`config.mk`:
```
export PLATFORM = sky130hd
export DESIGN_NAME = if_id_stage
export DESIGN_NICKNAME = d
export VERILOG_FILES = /design/src/rtl/mips_pkg.sv /design/src/rtl/instr_field_split.sv /design/src/rtl/if_id_stage.sv
export SDC_FILE = /design/constraint.sdc
export NUM_CORES = 1
export LEC_CHECK = 0
export ABC_AREA = 1
export CORE_MARGIN = 2
export CORE_UTILIZATION = 43
export DETAILED_ROUTE_END_ITERATION = 7
export PLACE_DENSITY = 0.87
export SLEW_MARGIN = 10
export SYNTH_ARGS = -nofsm -noshare
export SYNTH_HDL_FRONTEND = slang
export SYNTH_SLANG_ARGS = --single-unit
```
`constraint.sdc`:
```
create_clock -name Clk -period 2.3 [get_ports Clk]
set_input_delay 0.23 -clock Clk [delete_from_list [all_inputs] [get_ports Clk]]
set_output_delay 0.23 -clock Clk [all_outputs]
set_load 0.02 [all_outputs]
```
`src/rtl/mips_pkg.sv`:
```
// Shared MIPS decode constants and the immediate extend-mode decode.
package mips_pkg;

    localparam int          INSTR_W   = 32;
    localparam logic [31:0] NOP_INSTR = 32'h0000_0000;

    localparam logic [5:0] OP_RTYPE = 6'h00;
    localparam logic [5:0] OP_ANDI  = 6'h0C;
    localparam logic [5:0] OP_ORI   = 6'h0D;
    localparam logic [5:0] OP_XORI  = 6'h0E;
    localparam logic [5:0] OP_LUI   = 6'h0F;

    // Logical immediates zero-extend; everything else (bubbles included) sign-extends.
    function automatic logic sign_ext_sel(input logic [5:0] opcode);
        logic sel;
        case (opcode)
            OP_ANDI, OP_ORI, OP_XORI: sel = 1'b0;
            OP_RTYPE, OP_LUI:         sel = 1'b1;
            default:                  sel = 1'b1;
        endcase
        return sel;
    endfunction

endpackage

```
`src/rtl/instr_field_split.sv`:
```
// Combinational split of a MIPS instruction word into decode fields and extend select.
// Zero latency; no flow control.
module instr_field_split
    import mips_pkg::*;
(
    input  logic [INSTR_W-1:0] instr,
    output logic [5:0]         opcode,
    output logic [4:0]         rs,
    output logic [4:0]         rt,
    output logic [4:0]         rd,
    output logic [4:0]         shamt,
    output logic [5:0]         funct,
    output logic [15:0]        imm16,
    output logic               sign_ext
);

    assign opcode   = instr[31:26];
    assign rs       = instr[25:21];
    assign rt       = instr[20:16];
    assign rd       = instr[15:11];
    assign shamt    = instr[10:6];
    assign funct    = instr[5:0];
    assign imm16    = instr[15:0];
    assign sign_ext = sign_ext_sel(instr[31:26]);

endmodule

```
`src/rtl/if_id_stage.sv`:
```
// IF/ID pipeline register: captures instr/PC+4 and registers pre-split decode fields.
// Latency 1 Clk; stall holds all id_* state, flush (priority) loads a bubble; if_ready = ~stall.
module if_id_stage
    import mips_pkg::*;
#(
    parameter int PC_W        = 32,
    parameter int STALL_CNT_W = 16
) (
    input  logic                   Clk,
    input  logic                   Rst_n,
    input  logic                   if_valid,
    input  logic [INSTR_W-1:0]     if_instr,
    input  logic [PC_W-1:0]        if_pc4,
    input  logic                   stall,
    input  logic                   flush,
    output logic                   if_ready,
    output logic                   id_valid,
    output logic [INSTR_W-1:0]     id_instr,
    output logic [PC_W-1:0]        id_pc4,
    output logic [5:0]             id_opcode,
    output logic [4:0]             id_rs,
    output logic [4:0]             id_rt,
    output logic [4:0]             id_rd,
    output logic [4:0]             id_shamt,
    output logic [5:0]             id_funct,
    output logic [15:0]            id_imm16,
    output logic                   id_sign_ext,
    output logic [STALL_CNT_W-1:0] stall_cnt
);

    logic [INSTR_W-1:0] nxt_instr;
    logic [PC_W-1:0]    nxt_pc4;
    logic [5:0]         nxt_opcode;
    logic [4:0]         nxt_rs;
    logic [4:0]         nxt_rt;
    logic [4:0]         nxt_rd;
    logic [4:0]         nxt_shamt;
    logic [5:0]         nxt_funct;
    logic [15:0]        nxt_imm16;
    logic               nxt_sign_ext;
    logic               load_en;

    // Flush and empty fetch both collapse to the NOP word, so the splitter sees one source.
    always_comb begin
        nxt_instr = NOP_INSTR;
        nxt_pc4   = '0;
        if (if_valid && !flush) begin
            nxt_instr = if_instr;
            nxt_pc4   = if_pc4;
        end
    end

    assign load_en  = flush || !stall;
    assign if_ready = ~stall;

    instr_field_split u_split (
        .instr    (nxt_instr),
        .opcode   (nxt_opcode),
        .rs       (nxt_rs),
        .rt       (nxt_rt),
        .rd       (nxt_rd),
        .shamt    (nxt_shamt),
        .funct    (nxt_funct),
        .imm16    (nxt_imm16),
        .sign_ext (nxt_sign_ext)
    );

    always_ff @(posedge Clk or negedge Rst_n) begin
        if (!Rst_n) begin
            id_valid    <= 1'b0;
            id_instr    <= '0;
            id_pc4      <= '0;
            id_opcode   <= '0;
            id_rs       <= '0;
            id_rt       <= '0;
            id_rd       <= '0;
            id_shamt    <= '0;
            id_funct    <= '0;
            id_imm16    <= '0;
            id_sign_ext <= 1'b0;
        end else if (load_en) begin
            id_valid    <= if_valid && !flush;
            id_instr    <= nxt_instr;
            id_pc4      <= nxt_pc4;
            id_opcode   <= nxt_opcode;
            id_rs       <= nxt_rs;
            id_rt       <= nxt_rt;
            id_rd       <= nxt_rd;
            id_shamt    <= nxt_shamt;
            id_funct    <= nxt_funct;
            id_imm16    <= nxt_imm16;
            id_sign_ext <= nxt_sign_ext;
        end
    end

    // Counts only cycles where a live instruction is actually held back.
    always_ff @(posedge Clk or negedge Rst_n) begin
        if (!Rst_n) begin
            stall_cnt <= '0;
        end else if (stall && !flush && id_valid && (stall_cnt != '1)) begin
            stall_cnt <= stall_cnt + STALL_CNT_W'(1);
        end
    end

endmodule

```
==> qor.yml, run 1 <==
hold_viol: 0
cts_resized: 0
layout-drive-gt1-share_pct: 6.74
hold_buffers: 1
cts.sinks: 82
synthFlopType: "dfrtp_1"
io_buffers: 199
yosysTopAreaCellShare_pct: 54.5
critical-path-top-delay-family: "flip-flops"
ys_top_cells_by_count: "dfrtp_1, nand2_1, a22o_1"
drv_cap: 0
grt_max_degree: 48
io_pins: 200
globalplace.congestion: 0.792
tightest_slew_ps: 499
end_kind: "flop"
coreArea_um2: 8590
ys_seq_elements: 82
synth_area_leaders: "dfrtp_1, a22o_1, buf_4"
critPathSlowestCell: "dfrtp_1"
cp_num_buf_inv: 2
maxSlewHeadroom_pct: 66.6
switching_power_uw: 891
fin_tns_setup_ps: 0
grt_overflow: 0
cpPeakStageDelay_ps: 460
power_frac_seq_pct: 49.1
drc_errors: 0
vias: 3213
comb_power_share_pct: 20.7
fmax_ghz: 0.581
synthToLayoutAreaGrowth_pct: 52.7
die_area_um2: 9510
hpwl_mm: 8.00
drtPass1Iterations: 4
path_class: "flop to flop"
netlist_area_um2: 3760
grt_usage_pct: 21.8
drt_wl_total_mm: 10.5
finalSetupViolations: 0
crit_chain: "ha_1 -> nand3_2 -> clkinv_1 -> nand2_2 -> o21ai_4 -> buf_4 -> nand3_1 -> nand2_1"
yosysSeqAreaShare_pct: 54.5
finClkSkew_ps: 4.45
drv_slew: 0
clk_latency_ps: 330
cp.arrival_ps: 1990
die_height_um: 97.5
yosysMostFrequentCell: "dfrtp_1"
postRouteAntennaNets: 0
die_w_um: 97.5
synthArstFlopShare_pct: 100
diodes: 0
p_leak_uw: 0.00252
first_iter_violations: 114
yosys_warnings: 0
cts_root_buf: "clkbuf_8"
switching_share_pct: 27.4
pwr-share-clk_pct: 30.1
cts_tree: "yes"
start_util_pct: 43.8
synth_edf_count: 0
clk_pin_slew_worst_paths_ps: 80
syn_inst: 360
grt_setup_unrepaired: "no"
clock_path_buffers: 2
grt_pass1_vias: 3220
grt_antenna_before_repair: 0
fp-row-count: 34
p_int_uw: 2370
yosysTopAreaCell: "dfrtp_1"
ir_worst_vdd_mv: 0.300
p_per_area_nw_per_um2: 567
cts-buffers-inserted: 9
worst_slack_ps: 580
finalPower_uw: 3260
wl_per_cell_um: 16.7
synth.distinct_cells: 27
finalCritPeriodShare_pct: 74.8
required_ps: 2570
syn_area_per_cell_um2: 10.5
place_ws_ps: 481
hold_class: "input port to asynchronous set/reset pin"
nets: 584
min_period_ps: 1720
cts_htree_levels: 3
status: "complete, no violations"
viasPerCell: 5.12
grt_pass1_wl_mm: 16.7
post_cts_buffers: 0
synth_fp_nets: 430
cp_max_fo: 10
worst_setup_path_start_kind: "flop"
==> power groups by stage <==
stage | logic (uW) | registers, uW | clock network, uW
after global placement | 663 | 1620 | 0
final | 676 | 1600 | 981
after detailed placement | 677 | 1630 | 0
after CTS | 680 | 1600 | 1010
after global routing | 720 | 1610 | 1060
after floorplan | 231 | 1700 | 0
==> per-layer routing <==
layer | vias to the layer above | routed length [um] | track usage (%)
met5 | - | 0 | 0
met4 | 0 | 204 | 7.59
met3 | 18 | 641 | 4.68
li1 | 1489 | - | -
met2 | 143 | 5520 | 37.8
met1 | 1563 | 4110 | 27.1
==> per-stage QoR <==
| step | utilization [%] | hold slack (ps) | cells | area, um^2 |
|---|---|---|---|---|
| finish | 66.8 | 395 | 627 | 5740 |
| global route | 66.8 | 457 | 627 | 5740 |
| CTS | 66.8 | 401 | 627 | 5740 |
| detailed placement | 64.6 | 217 | 610 | 5550 |
| global placement | 64.6 | 205 | 610 | 5550 |
| floorplan | - | -65.6 | 360 | 3760 |
==> layout make-up <==
class                           count  area [um^2]
Clock buffer                       11          131
Clock inverter                      5         55.1
Fill cell                         632         2850
Inverter                           21         81.3
Multi-Input combinational cell    194         1190
Sequential cell                    82         2050
Tap cell                          108          135
Timing Repair Buffer              206         2090
==> sequential cells by signal, summed over array words and instances, names as in the netlist <==
name and flops:
stall_cnt 16, id_valid 1, id_sign_ext 1, id_instr 32, id_pc4 32
==> worst register-to-register path, stage by stage, from the launching register on <==
cell and delay (ps):
dfrtp_1 460, ha_1 290, nand3_2 130, clkinv_1 80, nand2_2 70, o21ai_4 230
buf_4 220, nand3_1 90, nand2_1 90
==> worst paths after layout <==
path / from / endpoint / slack [ps] / depth (start not counted)
min in group Clk: if_pc4[24] / id_pc4[24]$_DFFE_PN0P_ / 490 / 2
hold / removal: Rst_n / id_instr[5]$_DFFE_PN0P_ / 390 / 2
setup reg to reg: stall_cnt[0]$_DFFE_PN0P_ / stall_cnt[5]$_DFFE_PN0P_ / 580 / 8
hold reg to reg: id_pc4[23]$_DFFE_PN0P_ / id_pc4[23]$_DFFE_PN0P_ / 510 / 1
max in group asynchronous: Rst_n / id_instr[4]$_DFFE_PN0P_ / 1290 / 3
setup / recovery: stall_cnt[0]$_DFFE_PN0P_ / stall_cnt[5]$_DFFE_PN0P_ / 580 / 8
==> placed cells by master (no fill, tap or decap), types with 2 or more instances in the layout <==
cell	n
o21ai_0	7
o21ai_4	2
clkbuf_8	9
nand3_1	21
inv_2	2
clkbuf_1	2
nand2_1	63
dfrtp_1	82
buf_4	3
nor2_4	2
clkinv_2	2
nand4_1	6
inv_1	17
buf_12	4
clkdlybuf4s50_1	198
nor2_1	16
a22o_1	60
xnor2_1	4
clkinvlp_4	2
nand2_2	4
xor2_1	3
==> cell families after synthesis <==
kind of cell	count (synthesis)	share of synthesized area (%)
AOI/OAI and AO/OA	71	16.1
buffers and inverters	84	13.7
and+or+nand+nor	115	13.7
xor gates and xnor gates	7	1.63
DFF	82	54.5
adders and majority gates	1	0.333
Power figures use the tool's default switching activity.
==> inputs of run 2 (changes only) <==
Settings changed: CORE_UTILIZATION 43 to 40, PLACE_DENSITY 0.87 to 0.82.
Clock period 2.3 ns to 1.7 ns, I/O delays scaled along.
==> qor.yml, run 2 (same netlist as run 1, synthesis figures left out) <==
grt_usage_pct: 20.7
cp_max_fo: 6
critPathSlowestCell: "clkdlybuf4s50_1"
status: "complete, no violations"
finalCritPeriodShare_pct: 96.7
tightest_slew_ps: 484
cts-buffers-inserted: 9
required_ps: 1530
grt_overflow: 0
p_int_uw: 3270
fin_tns_setup_ps: 0
maxSlewHeadroom_pct: 67.6
cts_htree_levels: 3
die_w_um: 101
clk_pin_slew_worst_paths_ps: 100
grt_pass1_vias: 3095
crit_chain: "clkdlybuf4s50_1"
comb_power_share_pct: 20.5
critical-path-top-delay-family: "buffers and inverters"
wl_per_cell_um: 17.0
globalplace.congestion: 0.864
p_per_area_nw_per_um2: 786
finalSetupViolations: 0
start_util_pct: 40.9
io_pins: 200
fmax_ghz: 0.608
layout-drive-gt1-share_pct: 8.24
first_iter_violations: 103
hold_class: "input port to asynchronous set/reset pin"
drt_wl_total_mm: 10.8
clk_latency_ps: 340
detailed_place.area_um2: 5560
viasPerCell: 5.08
hold_viol: 0
die_area_um2: 10200
coreArea_um2: 9200
diodes: 0
grt_max_degree: 65
cp_num_buf_inv: 1
switching_power_uw: 1290
postRouteAntennaNets: 0
post_cts_buffers: 0
cts_tree: "yes"
switching_share_pct: 28.3
synthToLayoutAreaGrowth_pct: 54.1
io_buffers: 199
hpwl_mm: 8.20
drtPass1Iterations: 4
cpPeakStageDelay_ps: 660
grt_pass1_wl_mm: 16.2
p_leak_uw: 0.00264
end_kind: "primary output"
path_class: "flop to primary output"
cp.arrival_ps: 1470
grt_setup_unrepaired: "no"
min_period_ps: 1640
fp-row-count: 35
drv_slew: 0
cts_root_buf: "clkbuf_8"
vias: 3215
drv_cap: 0
finClkSkew_ps: 7.22
clock_path_buffers: 2
nets: 587
fillers: 729
power_frac_seq_pct: 47.3
final_cell_mix: "clkdlybuf4s50_1, dfrtp_1, nand2_1, a22o_1, nand3_1"
drc_errors: 0
grt_antenna_before_repair: 0
reg_top3: "id_instr: 32 flops, id_pc4: 32 flops, stall_cnt: 16 flops"
fin_area_um2: 5800
worst_setup_path_start_kind: "flop"
ir_worst_vdd_mv: 0.497
die_height_um: 101
cts.sinks: 82
pwr-share-clk_pct: 32.1
layout_commonest_cell: "clkdlybuf4s50_1"
[run 2: cell types whose count changed in the layout (fill, tap and decap cells not counted), moves of 2 or more]
cell and delta:
clkdlybuf4s50_1 -6, dlymetal6s2s_1 +5, buf_4 +4, clkbuf_1 -2
clkinv_2 -2, clkinv_4 +2, dfrtp_1 -2, dfrtp_2 +2
inv_6 +2
[run 2: final timing paths]
path	slack [ps]	startpoint	to	cells after the start
worst max-delay path	60	stall_cnt[10]$_DFFE_PN0P_	stall_cnt[10]	1
worst min-delay path	300	Rst_n	id_pc4[26]$_DFFE_PN0P_	2
worst max register to register	130	stall_cnt[1]$_DFFE_PN0P_	stall_cnt[14]$_DFFE_PN0P_	8
worst min register to register	510	id_pc4[28]$_DFFE_PN0P_	id_pc4[28]$_DFFE_PN0P_	1
max in group asynchronous	810	Rst_n	stall_cnt[7]$_DFFE_PN0P_	3
min in group Clk	400	if_instr[31]	id_instr[31]$_DFFE_PN0P_	3
[run 2: timing repair]
item                                    CTS  global route
resized for setup                         3             6
endpoints found under the setup margin    3             8
hold buffers                              1             0
endpoints found under the hold margin    31             0
[run 2: cell type report]
class	count	area, um^2	share of cell area, %
sequential	82	2050	35.4
timing repair buffer	209	2120	36.5
multi-input combinational	194	1200	20.7
tap	111	139	2.40
clock inverter	6	72.6	1.25
inverter	21	81.3	1.40
clock buffer	10	138	2.37
[run 2: stage by stage]
step	utilization, %	hold slack, ps	setup WS, ps	total power [uW]	instances
after global placement	60.5	142	120	3110	616
after floorplan	-	-126	41.8	2610	360
after detailed placement	60.5	144	20.2	3140	616
after CTS	62.9	307	17.7	4610	633
final	63.0	302	55.4	4560	633
after global routing	63.0	337	0.783	4770	633
[run 2: power groups by stage]
stage               registers [uW]  clock network [uW]  logic [uW]
floorplan                     2300                   0         312
global placement              2190                   0         928
detailed placement            2190                   0         943
CTS                           2150                1510         941
global route                  2170                1600         999
finish                        2160                1460         936
[run 2: metal layers]
| layer | vias up | routed length (um) | track usage, % |
|---|---|---|---|
| met3 | 20 | 702 | 5.76 |
| met5 | - | 0 | 0 |
| li1 | 1504 | - | - |
| met1 | 1547 | 4130 | 25.0 |
| met2 | 144 | 5700 | 35.7 |
| met4 | 0 | 228 | 6.55 |
